[src/rtl/neuron_integrator.sv]
// neuron_integrator
// Scans N membrane potentials four per cycle. Each neuron integrates its
// charge from the synaptic charger, subtracts a leak and saturates to 8 bits.
// A neuron whose result reaches the threshold resets to 0 and is emitted as
// one spike address per valid/ready handshake. Each pass ends with a
// done/charge-clear pulse.
//
// Ports
//   clk_i, rst_i        clock, synchronous active-high reset
//   start_i             begin a pass (IDLE only)
//   threshold_i         signed firing threshold, latched on start
//   leak_i              unsigned leak per pass, latched on start
//   charge_count_o      group index g presented to the charger
//   synapse_charge_i    four signed charges for group g (byte k = neuron 4g+k)
//   spike_valid_o/spike_ready_i/spike_addr_o   spike address stream
//   busy_o              not IDLE
//   done_o              one-cycle end-of-pass pulse
//   charge_clear_o      one-cycle pulse with done_o, charger zeroes charges
module neuron_integrator #(
  parameter int N = 256
) (
  input  logic                      clk_i,
  input  logic                      rst_i,
  input  logic                      start_i,
  input  logic [7:0]                threshold_i,
  input  logic [3:0]                leak_i,
  output logic [$clog2(N/4)-1:0]    charge_count_o,
  input  logic [31:0]               synapse_charge_i,
  output logic                      spike_valid_o,
  input  logic                      spike_ready_i,
  output logic [$clog2(N)-1:0]      spike_addr_o,
  output logic                      busy_o,
  output logic                      done_o,
  output logic                      charge_clear_o
);

  localparam int GW = $clog2(N/4);
  localparam int AW = $clog2(N);
  localparam logic [GW-1:0] G_LAST = GW'(N/4 - 1);

  typedef enum logic [1:0] {IDLE, SCAN, EMIT, DONE} state_t;

  state_t                   state_q;
  logic [GW-1:0]            g_q;
  logic signed [7:0]        thr_q;
  logic [3:0]               lk_q;
  logic [3:0]               pend_q;
  logic signed [7:0]        vmem_q [N];
  logic                     spike_valid_q;
  logic [AW-1:0]            spike_addr_q;
  logic                     busy_q;
  logic                     done_q;

  logic signed [7:0]        cur_d  [4];
  logic signed [7:0]        chg_d  [4];
  logic signed [9:0]        sum_d  [4];
  logic signed [7:0]        vnew_d [4];
  logic [3:0]               fire_d;
  logic [3:0]               pend_rest_d;

  function automatic logic signed [7:0] sat8(input logic signed [9:0] s);
    if (s > 10'sd127) begin
      return 8'sd127;
    end else if (s < -10'sd128) begin
      return -8'sd128;
    end else begin
      return s[7:0];
    end
  endfunction

  function automatic logic [1:0] lsb_idx(input logic [3:0] m);
    if (m[0]) begin
      return 2'd0;
    end else if (m[1]) begin
      return 2'd1;
    end else if (m[2]) begin
      return 2'd2;
    end else begin
      return 2'd3;
    end
  endfunction

  // Integrate/leak/saturate/threshold for the four neurons of group g.
  // Sums are formed at 10 bits so vmem + charge - leak cannot wrap before
  // saturation.
  always_comb begin
    for (int k = 0; k < 4; k++) begin
      cur_d[k]  = '0;
      chg_d[k]  = '0;
      sum_d[k]  = '0;
      vnew_d[k] = '0;
    end
    fire_d = '0;
    for (int k = 0; k < 4; k++) begin
      cur_d[k]  = vmem_q[{g_q, 2'(k)}];
      chg_d[k]  = synapse_charge_i[8*k +: 8];
      sum_d[k]  = {{2{cur_d[k][7]}}, cur_d[k]}
                + {{2{chg_d[k][7]}}, chg_d[k]}
                - {6'd0, lk_q};
      vnew_d[k] = sat8(sum_d[k]);
      fire_d[k] = (vnew_d[k] >= thr_q);
    end
    // Pending mask with its lowest set bit (the spike being accepted) removed.
    pend_rest_d = pend_q & (pend_q - 4'd1);
  end

  always_ff @(posedge clk_i) begin
    if (rst_i) begin
      state_q       <= IDLE;
      g_q           <= '0;
      thr_q         <= '0;
      lk_q          <= '0;
      pend_q        <= '0;
      spike_valid_q <= 1'b0;
      spike_addr_q  <= '0;
      busy_q        <= 1'b0;
      done_q        <= 1'b0;
      for (int i = 0; i < N; i++) begin
        vmem_q[i] <= '0;
      end
    end else begin
      case (state_q)
        IDLE: begin
          if (start_i) begin
            thr_q   <= threshold_i;
            lk_q    <= leak_i;
            g_q     <= '0;
            busy_q  <= 1'b1;
            state_q <= SCAN;
          end
        end

        SCAN: begin
          for (int k = 0; k < 4; k++) begin
            vmem_q[{g_q, 2'(k)}] <= fire_d[k] ? 8'sd0 : vnew_d[k];
          end
          if (|fire_d) begin
            pend_q        <= fire_d;
            spike_valid_q <= 1'b1;
            spike_addr_q  <= {g_q, lsb_idx(fire_d)};
            state_q       <= EMIT;
          end else if (g_q == G_LAST) begin
            done_q  <= 1'b1;
            state_q <= DONE;
          end else begin
            g_q <= g_q + 1'b1;
          end
        end

        // g is frozen here so the charger is not re-read for this group.
        EMIT: begin
          if (spike_ready_i) begin
            pend_q <= pend_rest_d;
            if (pend_rest_d != 4'd0) begin
              spike_addr_q <= {g_q, lsb_idx(pend_rest_d)};
            end else begin
              spike_valid_q <= 1'b0;
              if (g_q == G_LAST) begin
                done_q  <= 1'b1;
                state_q <= DONE;
              end else begin
                g_q     <= g_q + 1'b1;
                state_q <= SCAN;
              end
            end
          end
        end

        DONE: begin
          done_q  <= 1'b0;
          busy_q  <= 1'b0;
          g_q     <= '0;
          state_q <= IDLE;
        end

        default: begin
          state_q <= IDLE;
        end
      endcase
    end
  end

  assign charge_count_o = g_q;
  assign spike_valid_o  = spike_valid_q;
  assign spike_addr_o   = spike_addr_q;
  assign busy_o         = busy_q;
  assign done_o         = done_q;
  assign charge_clear_o = done_q;

endmodule

[config.mk]
export PLATFORM = sky130hd
export DESIGN_NAME = neuron_integrator
export DESIGN_NICKNAME = d
export VERILOG_FILES = /design/src/rtl/neuron_integrator.sv
export SDC_FILE = /design/constraint.sdc
export NUM_CORES = 2
export LEC_CHECK = 0
export CORE_MARGIN = 2
export CORE_UTILIZATION = 65
export DETAILED_ROUTE_END_ITERATION = 7
export DONT_BUFFER_PORTS = 1
export PLACE_DENSITY = 0.81
export SLEW_MARGIN = 20
export SYNTH_ARGS = -nofsm -noshare
export SYNTH_HDL_FRONTEND = slang
export SYNTH_SLANG_ARGS = --single-unit
[constraint.sdc]
create_clock -name clk_i -period 18.7 [get_ports clk_i]
set_clock_uncertainty 0.05 [all_clocks]
set_input_delay 2.805 -clock clk_i [delete_from_list [all_inputs] [get_ports clk_i]]
set_output_delay 2.805 -clock clk_i [all_outputs]
set_load 0.02 [all_outputs]
==> run_results.csv <==
group,metric,value,unit
status,status,"finished, final reports clean",
worst_setup_path,cp.arrival,11.53,ns
synth,synthXorXnorAreaFrac,0.1481,%
global_route,grt_pass1_wl,400800,um
synth,netlist_area,94610,um2
synth,ys.flop_type,"edfxtp_1",
global_route,grt.met2_usage,58.43,%
synth,yosys.area_share.simple,11.66,%
floorplan,coreArea,145000,um2
timing,timing.fmax,90.61,MHz
synth,syn_nets,6645,
power,peakVddDrop,691.5,uV
worst_setup_path,critPathRequiredTime,19.19,ns
timing,timing.final.crit_share,59.02,%
floorplan,die_width,385.5,um
placed_design,placed_area,96130,um2
global_route,grt_pass1_vias,59560,
clock_tree,cts.repair.resized,0,
synth,syn_avg_cell_area,14.57,um2
drt,drt-vias-per-instance,7.196,
clock_tree,clk_path_buf_depth,3,
drt,wirelength,275800,um
layout,design_area,102300,um2
worst_setup_path,timing.rr.end,"vmem_q[182][3]",
timing,maxSlewViolCount,0,
clock_tree,clock-root-buffer,"clkbuf_16",
layout,fillers,8691,
worst_hold_path,hp-class,"reg2reg",
floorplan,start_util,65.23,%
drt,routedWlPerCell,32.89,um
placed_design,hpwl,167800,um
floorplan,num_rows,140,
clock_tree,cts_buffers,200,
global_route,grt.total_usage,37.82,%
worst_setup_path,worstSetupPathType,"reg2reg",
layout,layout.cells.non_filler,8385,
global_route,grtUsageMet3,10.05,%
worst_hold_path,min_to,"thr_q[7]",
worst_setup_path,rr_worst_depth,26,
floorplan,io_pins,66,
timing,period_needed,11.04,ns
global_route,antenna_found_initial,16,
global_route,grt_busiest_layer,"met2",
drt,num_vias,60340,
floorplan,fp.dieH,385.5,um
layout,final_nets,6446,
synth,synthMuxAreaShare,16.05,%
power,finalPower,18.23,mW
synth,ys_types,74,
drt,ant_nets,0,
worst_setup_path,r2r_slack,7.66,ns
timing,rsz0062_at_grt,"no",
layout,ff_latch_area,62340,um2
drt,firstDrtPassIters,7,
clock_tree,clkLatencyLatePin,0.87,ns
global_route,grtUsageMet1,48.62,%
power,leakagePower,34.84,nW
synth,ys_seq_area_share,65.87,%
worst_setup_path,cp-end-kind,"flop",
synth,async_flop_share,0,%
drt,drt-initial-drc-count,11390,
synth,ys_seq_elements,2089,
clock_tree,path_clk_slew,0.06,ns
worst_setup_path,crit_path_top_delay_cell,"buf_4",
worst_hold_path,holdCritStartpoint,"thr_q[7]",
synth,yosys.area_share.adder,1.547,%
layout,multi_input_area,29760,um2
power,p_per_area,178.1,nW/um2
global_route,overflow,0,
global_route,grt_start_max_net_pins,235,
worst_setup_path,crit_buf_inv,7,
worst_setup_path,startpoint_type,"flop",
worst_setup_path,cpLargestDelayFamily,"buffers and inverters",
clock_tree,postCtsHoldBufs,0,
worst_hold_path,min_path_cells,2,
timing,hold_violations,0,
clock_tree,clock_sinks,2089,
floorplan,die-area,148600,um2
timing,tightest_slew,1.255,ns
clock_tree,cts_tree,"yes",
timing,finalSetupTns,0,ns
job,drv_cap,0,
worst_setup_path,critPathMaxFanout,234,
layout,syn2layout_area_growth,8.169,%
synth,synth_top_family_by_area,"multiplexers",
placed_design,dp.cells,8008,
synth,synth_edf_count,2048,
timing,setup_viol,0,
timing,relSlewSlack,16.24,%
drt,drc_errors,0,
clock_tree,postCtsSetupBuffers,0,
placed_design,io_buffers,0,
layout,layout-drive-gt1-share,18.44,%
synth,postSynthCellCount,6492,
clock_tree,htreeDepth,4,
placed_design,place.gp.congestion,0.9427,
worst_setup_path,cpPeakStageDelay,0.79,ns
synth,synth_compound_area_share,1.595,%
layout,post-route-util,70.56,%
synth,yosys_warnings,0,
[flip-flops by register name, summed over array words and instances (netlist names), named ones only]
| register | flops |
|---|---|
| thr_q | 8 |
| spike_addr_o | 8 |
| charge_count_o | 6 |
| busy_o | 1 |
| lk_q | 4 |
| charge_clear_o | 1 |
| pend_q | 4 |
| vmem_q | 2048 |
| state_q | 2 |
| spike_valid_o | 1 |
[how the worst max path moves through the flow]
stage / start / endpoint / slack (ns) / depth (start not counted)
3_5_place_dp: flop / flop / 7.87 / 26
4_1_cts: flop / charge_count_o[2] / 7.78 / 26
2_1_floorplan: synapse_charge_i[9] / charge_clear_o / 10.96 / 22
5_1_grt: flop / vmem_q[194][2] / 7.05 / 26
6_report: flop / vmem_q[182][3] / 7.66 / 26
3_3_place_gp: flop / charge_count_o[5] / 8.03 / 26
[routing by layer]
layer	vias up	wire, um
met4	12	20580
li1	23760	-
met2	5791	129900
met3	1123	40530
met5	-	110
met1	29650	84730
[worst register-to-register path, delay by kind of cell, from the launching register on]
kind | cells | cell delay (ns)
buf+inv | 7 | 3.73
compound gates | 9 | 2.33
mux | 3 | 1.73
simple gates | 4 | 1.24
fa+ha+maj | 3 | 0.94
flops | 1 | 0.71
[where the power goes]
group          switching (mW)  internal, mW
Clock                    1.78          2.13
Combinational            6.96          1.94
Sequential             0.0994          5.32
Total                    8.83          9.40
[cell usage in the layout (no fill, tap or decap), drive strengths merged, types with 9 or more instances in the layout]
| cell | count |
|---|---|
| xor2 | 9 |
| mux2i | 15 |
| o21a | 12 |
| ha | 89 |
| a31oi | 11 |
| diode | 10 |
| a21o | 15 |
| nand2 | 389 |
| a211oi | 11 |
| nand2b | 9 |
| nor2 | 1757 |
| buf | 132 |
| mux2 | 9 |
| nor3 | 445 |
| dfxtp | 41 |
| nand3 | 20 |
| fa | 16 |
| mux4 | 663 |
| clkinv | 89 |
| bufinv | 9 |
| inv | 169 |
| a21oi | 59 |
| clkbuf | 258 |
| o21ai | 48 |
| a221oi | 11 |
| edfxtp | 2048 |
[cell usage after synthesis (12+ instances only)]
| master | n | area share, % |
|---|---|---|
| clkbuf_1 | 288 | 1.1 |
| buf_1 | 43 | 0.17 |
| buf_4 | 16 | 0.13 |
| a21o_1 | 15 | 0.12 |
| nor3_1 | 396 | 2.1 |
| mux2i_1 | 15 | 0.16 |
| buf_2 | 175 | 0.93 |
| nand3_1 | 20 | 0.11 |
| a21oi_1 | 59 | 0.31 |
| mux4_2 | 663 | 16 |
| edfxtp_1 | 2048 | 65 |
| dfxtp_1 | 41 | 0.87 |
| nor2_1 | 1757 | 7.0 |
| ha_1 | 89 | 1.2 |
| fa_1 | 16 | 0.34 |
| nand2_1 | 389 | 1.5 |
| o21a_1 | 12 | 0.095 |
| inv_1 | 160 | 0.63 |
| nor3_2 | 49 | 0.52 |
| o21ai_0 | 42 | 0.22 |
[final cells by class]
class | instances | share of cell area [%]
diodes | 10 | 0.02445
clock buffers | 258 | 5.185
clock inverters | 109 | 0.8375
inverters | 161 | 0.5905
multi-input cells | 3709 | 29.08
flip-flops and latches | 2089 | 60.91
well taps | 1917 | 2.344
repair buffers | 132 | 1.029
[through the flow]
stage                     hold slack [ns]  setup slack (ns)
after detailed placement           0.3972             7.871
after global placement             0.3906             8.030
final                              0.4019             7.664
after CTS                          0.4044             7.782
after floorplan                    0.3863             10.96
after global routing               0.4220             7.050
[cells by family (layout without fill, tap and decap cells)]
group	count (synthesis)	in the layout
other cells	0	10
flops	2089	2089
fa+ha+maj	108	108
simple gates	2671	2671
compound gates	227	227
buf+inv	694	660
mux	687	687
xor+xnor	16	16
(Power assumes the default switching activity.)
